$ cat config.mk
export PLATFORM = sky130hd
export DESIGN_NAME = sar_search
export DESIGN_NICKNAME = d
export VERILOG_FILES = /design/src/rtl/sar_search.sv
export SDC_FILE = /design/constraint.sdc
export NUM_CORES = 1
export LEC_CHECK = 0
export CAP_MARGIN = 5
export CORE_MARGIN = 5
export CORE_UTILIZATION = 43
export CTS_CLUSTER_SIZE = 8
export DETAILED_ROUTE_END_ITERATION = 6
export HOLD_SLACK_MARGIN = 0.15
export PLACE_DENSITY_LB_ADDON = 0.08
export SYNTH_ARGS = -nofsm -noshare
export SYNTH_HDL_FRONTEND = slang
export SYNTH_SLANG_ARGS = --single-unit
export TNS_END_PERCENT = 1
$ cat constraint.sdc
create_clock -name clk -period 1.68 [get_ports clk]
set_input_delay 0.504 -clock clk [delete_from_list [all_inputs] [get_ports clk]]
set_output_delay 0.504 -clock clk [all_outputs]
set_load 0.01 [all_outputs]
$ cat src/rtl/sar_search.sv
// sar_search: MSB-first successive-approximation search driving an external comparator.
// Define SAR_EARLY_EXIT_EN to finish as soon as the comparator reports equality.
module sar_search #(
  parameter int WIDTH = 3
) (
  input  logic             clk,
  input  logic             rst_n,
  input  logic             start,
  output logic [WIDTH-1:0] trial,
  input  logic             cmp_gt,
  input  logic             cmp_lt,
  input  logic             cmp_eq,
  output logic             busy,
  output logic             done,
  output logic [WIDTH-1:0] result,
  output logic             err
);
  localparam int IW = $clog2(WIDTH);
  typedef enum logic [1:0] {IDLE, CMP, DONE} state_t;
  state_t state_q;
  logic [WIDTH-1:0] trial_q, trial_d, result_q;
  logic [IW-1:0] idx_q;
  logic busy_q, done_q, err_q, illegal, hit, stop;
  always_comb begin
    illegal = ({1'b0, cmp_gt} + {1'b0, cmp_lt} + {1'b0, cmp_eq}) != 2'd1;
    trial_d = trial_q & ~(WIDTH'(cmp_gt) << idx_q);
`ifdef SAR_EARLY_EXIT_EN
    hit = cmp_eq;
`else
    hit = 1'b0;
`endif
    stop = illegal || hit;
  end
  always_ff @(posedge clk or negedge rst_n) begin
    if (!rst_n) begin
      state_q  <= IDLE;
      trial_q  <= '0;
      idx_q    <= '0;
      busy_q   <= 1'b0;
      done_q   <= 1'b0;
      result_q <= '0;
      err_q    <= 1'b0;
    end else begin
      done_q <= 1'b0;
      case (state_q)
        IDLE: if (start) begin
          state_q <= CMP;
          trial_q <= {1'b1, {(WIDTH-1){1'b0}}};
          idx_q   <= IW'(WIDTH-1);
          err_q   <= 1'b0;
          busy_q  <= 1'b1;
        end
        CMP: if (stop || idx_q == '0) begin
          // Aborted or early-exit searches report the trial that was just judged
          state_q  <= DONE;
          busy_q   <= 1'b0;
          done_q   <= 1'b1;
          err_q    <= illegal;
          trial_q  <= stop ? trial_q : trial_d;
          result_q <= stop ? trial_q : trial_d;
        end else begin
          trial_q <= trial_d | (WIDTH'(1) << (idx_q - IW'(1)));
          idx_q   <= idx_q - IW'(1);
        end
        default: state_q <= IDLE;
      endcase
    end
  end
  assign trial  = trial_q;
  assign busy   = busy_q;
  assign done   = done_q;
  assign result = result_q;
  assign err    = err_q;
endmodule

==> summary.md <==
| Metric | Value |
|---|---|
| Final net count | 104 |
| Area Overhead vs Synth | 41.4% |
| Non-filler instance count after layout | 108 |
| RSZ-0062 raised after global routing | true |
| Final hold vios | 0 |
| GR Util met2 | 0.222 |
| Worst setup EP type | flop |
| M3 GR Usage | 0.0680 |
| Gr ovfl total | 0 |
| Die area | 2540 µm² |
| Height of the die | 50.4 µm |
| Largest family of logic cells by synthesized area | compound AO/OA/AOI/OAI gates |
| # setup viols final | 1 |
| Synth area leaders | dfrtp_1 (46%), o21ai_0 (8.6%), ha_1 (7.1%) |
| Max VDD drop | 0.872 mV |
| Hold path cells | 2 |
| Cell depth of the worst flop-to-flop path | 5 |
| Post-synth top cells | dfrtp_1 (13), o21ai_0 (12), inv_1 (9), ha_1 (4), a22o_1 (3) |
| Number of port buffers | 14 |
| Met1 usage | 0.196 |
| Required time of the critical path | 1.90 ns |
| # DRC | 0 |
| Root buffer cell | clkbuf_4 |
| Syn Inst Count | 66 |
| Clock buffer depth | 2 |
| Mux share of post-synthesis cell area | 0.0161 |
| Drt pass-1 iters | 4 |
| Post-DRT Antenna Nets | 0 |
| Post-Synth Adder-Cell Area | 0.100 |
| Clock latency at the later pin of the worst-skew pair | 0.28 ns |
| Slew Limit Fails | 0 |
| Sequential area share after synthesis | 0.464 |
| Final Wtd Congestion | 0.814 |
| Top-count cell post-synth | dfrtp_1 |
| Top Usage Layer GRT | met2 |
| Outcome | finished, violations left |
| Syn_nets | 77 |
| Largest net degree at the start of global routing | 14 |
| Avg WL per Cell | 15.9 µm |
| Final worst slack | -0.00638 ns |
| Total Routing Usage GR | 0.153 |
| Total power | 1.60 mW |
| Crit-path slowest cell | fa_2 |
| Synth Area in XOR/XNOR | 0 |
| Vias/cell | 5.58 |
| Max-Cap Viols | 0 |
| H-Tree Depth | 1 |
| CP delay by family, top | adder cells |
| Most common flop cell mapped by yosys | dfrtp_1 |
| Post-synth EDFFs | 0 |
| CP Depth | 6 |
| Num CTS Buffers | 3 |
| Crit path largest cell delay | 0.47 ns |
| Core area | 1520 µm² |
| CTS tree | built |
| Asr flop ratio synth | 1.00 |
| Post-Syn Area | 701 µm² |
| DR iter-0 viols | 14 |
| Yosys warns | 0 |
| Share of cells above drive strength 1 | 0.283 |
| CTS Hold Bufs | 0 |
| Critical Path Fanout Max | 4 |
| Pwr/cell area | 1620 nW/µm² |
| CP Launch Type | primary input |
| Initial antenna violation count | 0 |
| Post-Syn Area per Cell | 10.6 µm² |
| Placed cell count | 103 |
| Synth Area in Simple Gates | 0.141 |
| Synth Area in Compound Gates | 0.230 |
| #FFs+latches synth | 13 |
| FP Rows | 14 |
| Hold Worst Slack | 0.514 ns |
| Clock transition at the registers of the reported paths | 0.08 ns |
| First-pass GRT wire length | 2950 µm |
| Arrival @ worst endpoint | 1.90 ns |
| HP Class | reg -> reg |
| Largest area contributor in the netlist | dfrtp_1 |
| Cell chain of the critical path | buf_2 > inv_2 > fa_2 > or3b_1 > a21oi_2 > o21a_1 |
| Die X | 50.4 µm |
| CTS sink cnt | 13 |
| Via count | 603 |
| HPWL after DPL | 1210 µm |
| Slew Limit Headroom | 0.779 |
| Synth unique cells | 25 |
| Max Clock Freq | 593 MHz |
| Leakage | 0.510 nW |
| Area share of the largest cell type after synthesis | 0.464 |
| Starting density of the core | 0.460 |
| Final worst-path cycle share | 1.00 |
| Failing checks | setup timing |
| Clock skew | 0.00321 ns |
| Final min period | 1.69 ns |
| Setup CP Type | in -> reg |
| Worst-Margin Slew | 0.328 ns |
| I/O Pins | 15 |
| # diodes | 0 |
| Routed WL | 1720 µm |
| Vias in the first global route | 589 |
| WP buf/inv | 2 |
-- through the flow --
step,setup TNS [ns],area [µm²],util,setup WS (ns)
final,-0.00638,991,0.650,-0.00638
after global routing,-0.0867,991,0.650,-0.0441
after CTS,0,973,0.639,0.00534
after detailed placement,-9.51,930,0.610,-0.810
after global placement,-9.37,930,0.610,-0.798
after floorplan,-0.707,717,-,-0.290
-- worst paths after layout --
path / from / to / slack [ns]
worst min-delay path: result[0] / result[0] / 0.51
worst max-delay path: cmp_lt / idx_q[1] / -0.006
max in group asynchronous: rst_n / trial[2] / 1.00
worst max register to register: idx_q[0] / idx_q[1] / 0.07
min in group asynchronous: rst_n / result[2] / 0.52
worst min register to register: result[0] / result[0] / 0.51
-- registers in the layout, summed over array words and instances (netlist names) --
signal / cells
result: 3
trial: 3
idx_q: 2
state_q: 2
busy: 1
done: 1
err: 1
-- final cells by class --
| class | instances | area (µm²) |
|---|---|---|
| clock buffer | 3 | 22.5 |
| clock inverter | 1 | 5.00 |
| fill | 132 | 533 |
| inverter | 9 | 43.8 |
| multi-input combinational | 44 | 373 |
| sequential | 13 | 325 |
| tap | 16 | 20.0 |
| timing repair buffer | 22 | 201 |
-- cell families (layout without fill, tap and decap cells) --
| group | count (synthesis) | count (layout) |
|---|---|---|
| buffers and inverters | 9 | 35 |
| flip-flops | 13 | 13 |
| adder cells (fa/ha/maj) | 5 | 5 |
| AND/OR/NAND/NOR | 14 | 14 |
| AO/OA/AOI/OAI | 24 | 24 |
| multiplexers | 1 | 1 |
-- timing repair --
action	in CTS	in global routing
pin swaps	3	0
resized for setup	23	5
setup endpoints to repair	19	7
setup buffers	1	0
gates cloned	0	0
-- cell usage in the layout (no fill, tap or decap), types with 2 or more instances in the layout --
cell type,netlist,final
dfrtp_1,13,13
o21ai_0,12,12
buf_4,0,8
inv_1,9,6
dlygate4sd2_1,0,5
ha_1,4,4
dlymetal6s2s_1,0,4
a22o_1,3,3
clkbuf_4,0,3
o41ai_2,0,2
a32oi_1,2,2
nand3_1,2,2
nor2_1,2,2
buf_6,0,2
clkdlybuf4s50_1,0,2
-- tightest hold or removal path: stages (launching register included) --
cell,delay (ns)
dfrtp_1,0.34
o21ai_0,0.07
o21ai_0,0.07
-- layer usage --
metal	wire, µm	vias up
met4	41	0
met3	111	7
met1	750	285
li1	-	291
met5	0	-
met2	817	20
-- power by group --
| group | switching [mW] | internal (mW) |
|---|---|---|
| combinational | 0.448 | 0.416 |
| clock | 0.109 | 0.0885 |
| sequential | 0.101 | 0.443 |
| total | 0.657 | 0.947 |
(Power assumes the default switching activity.)
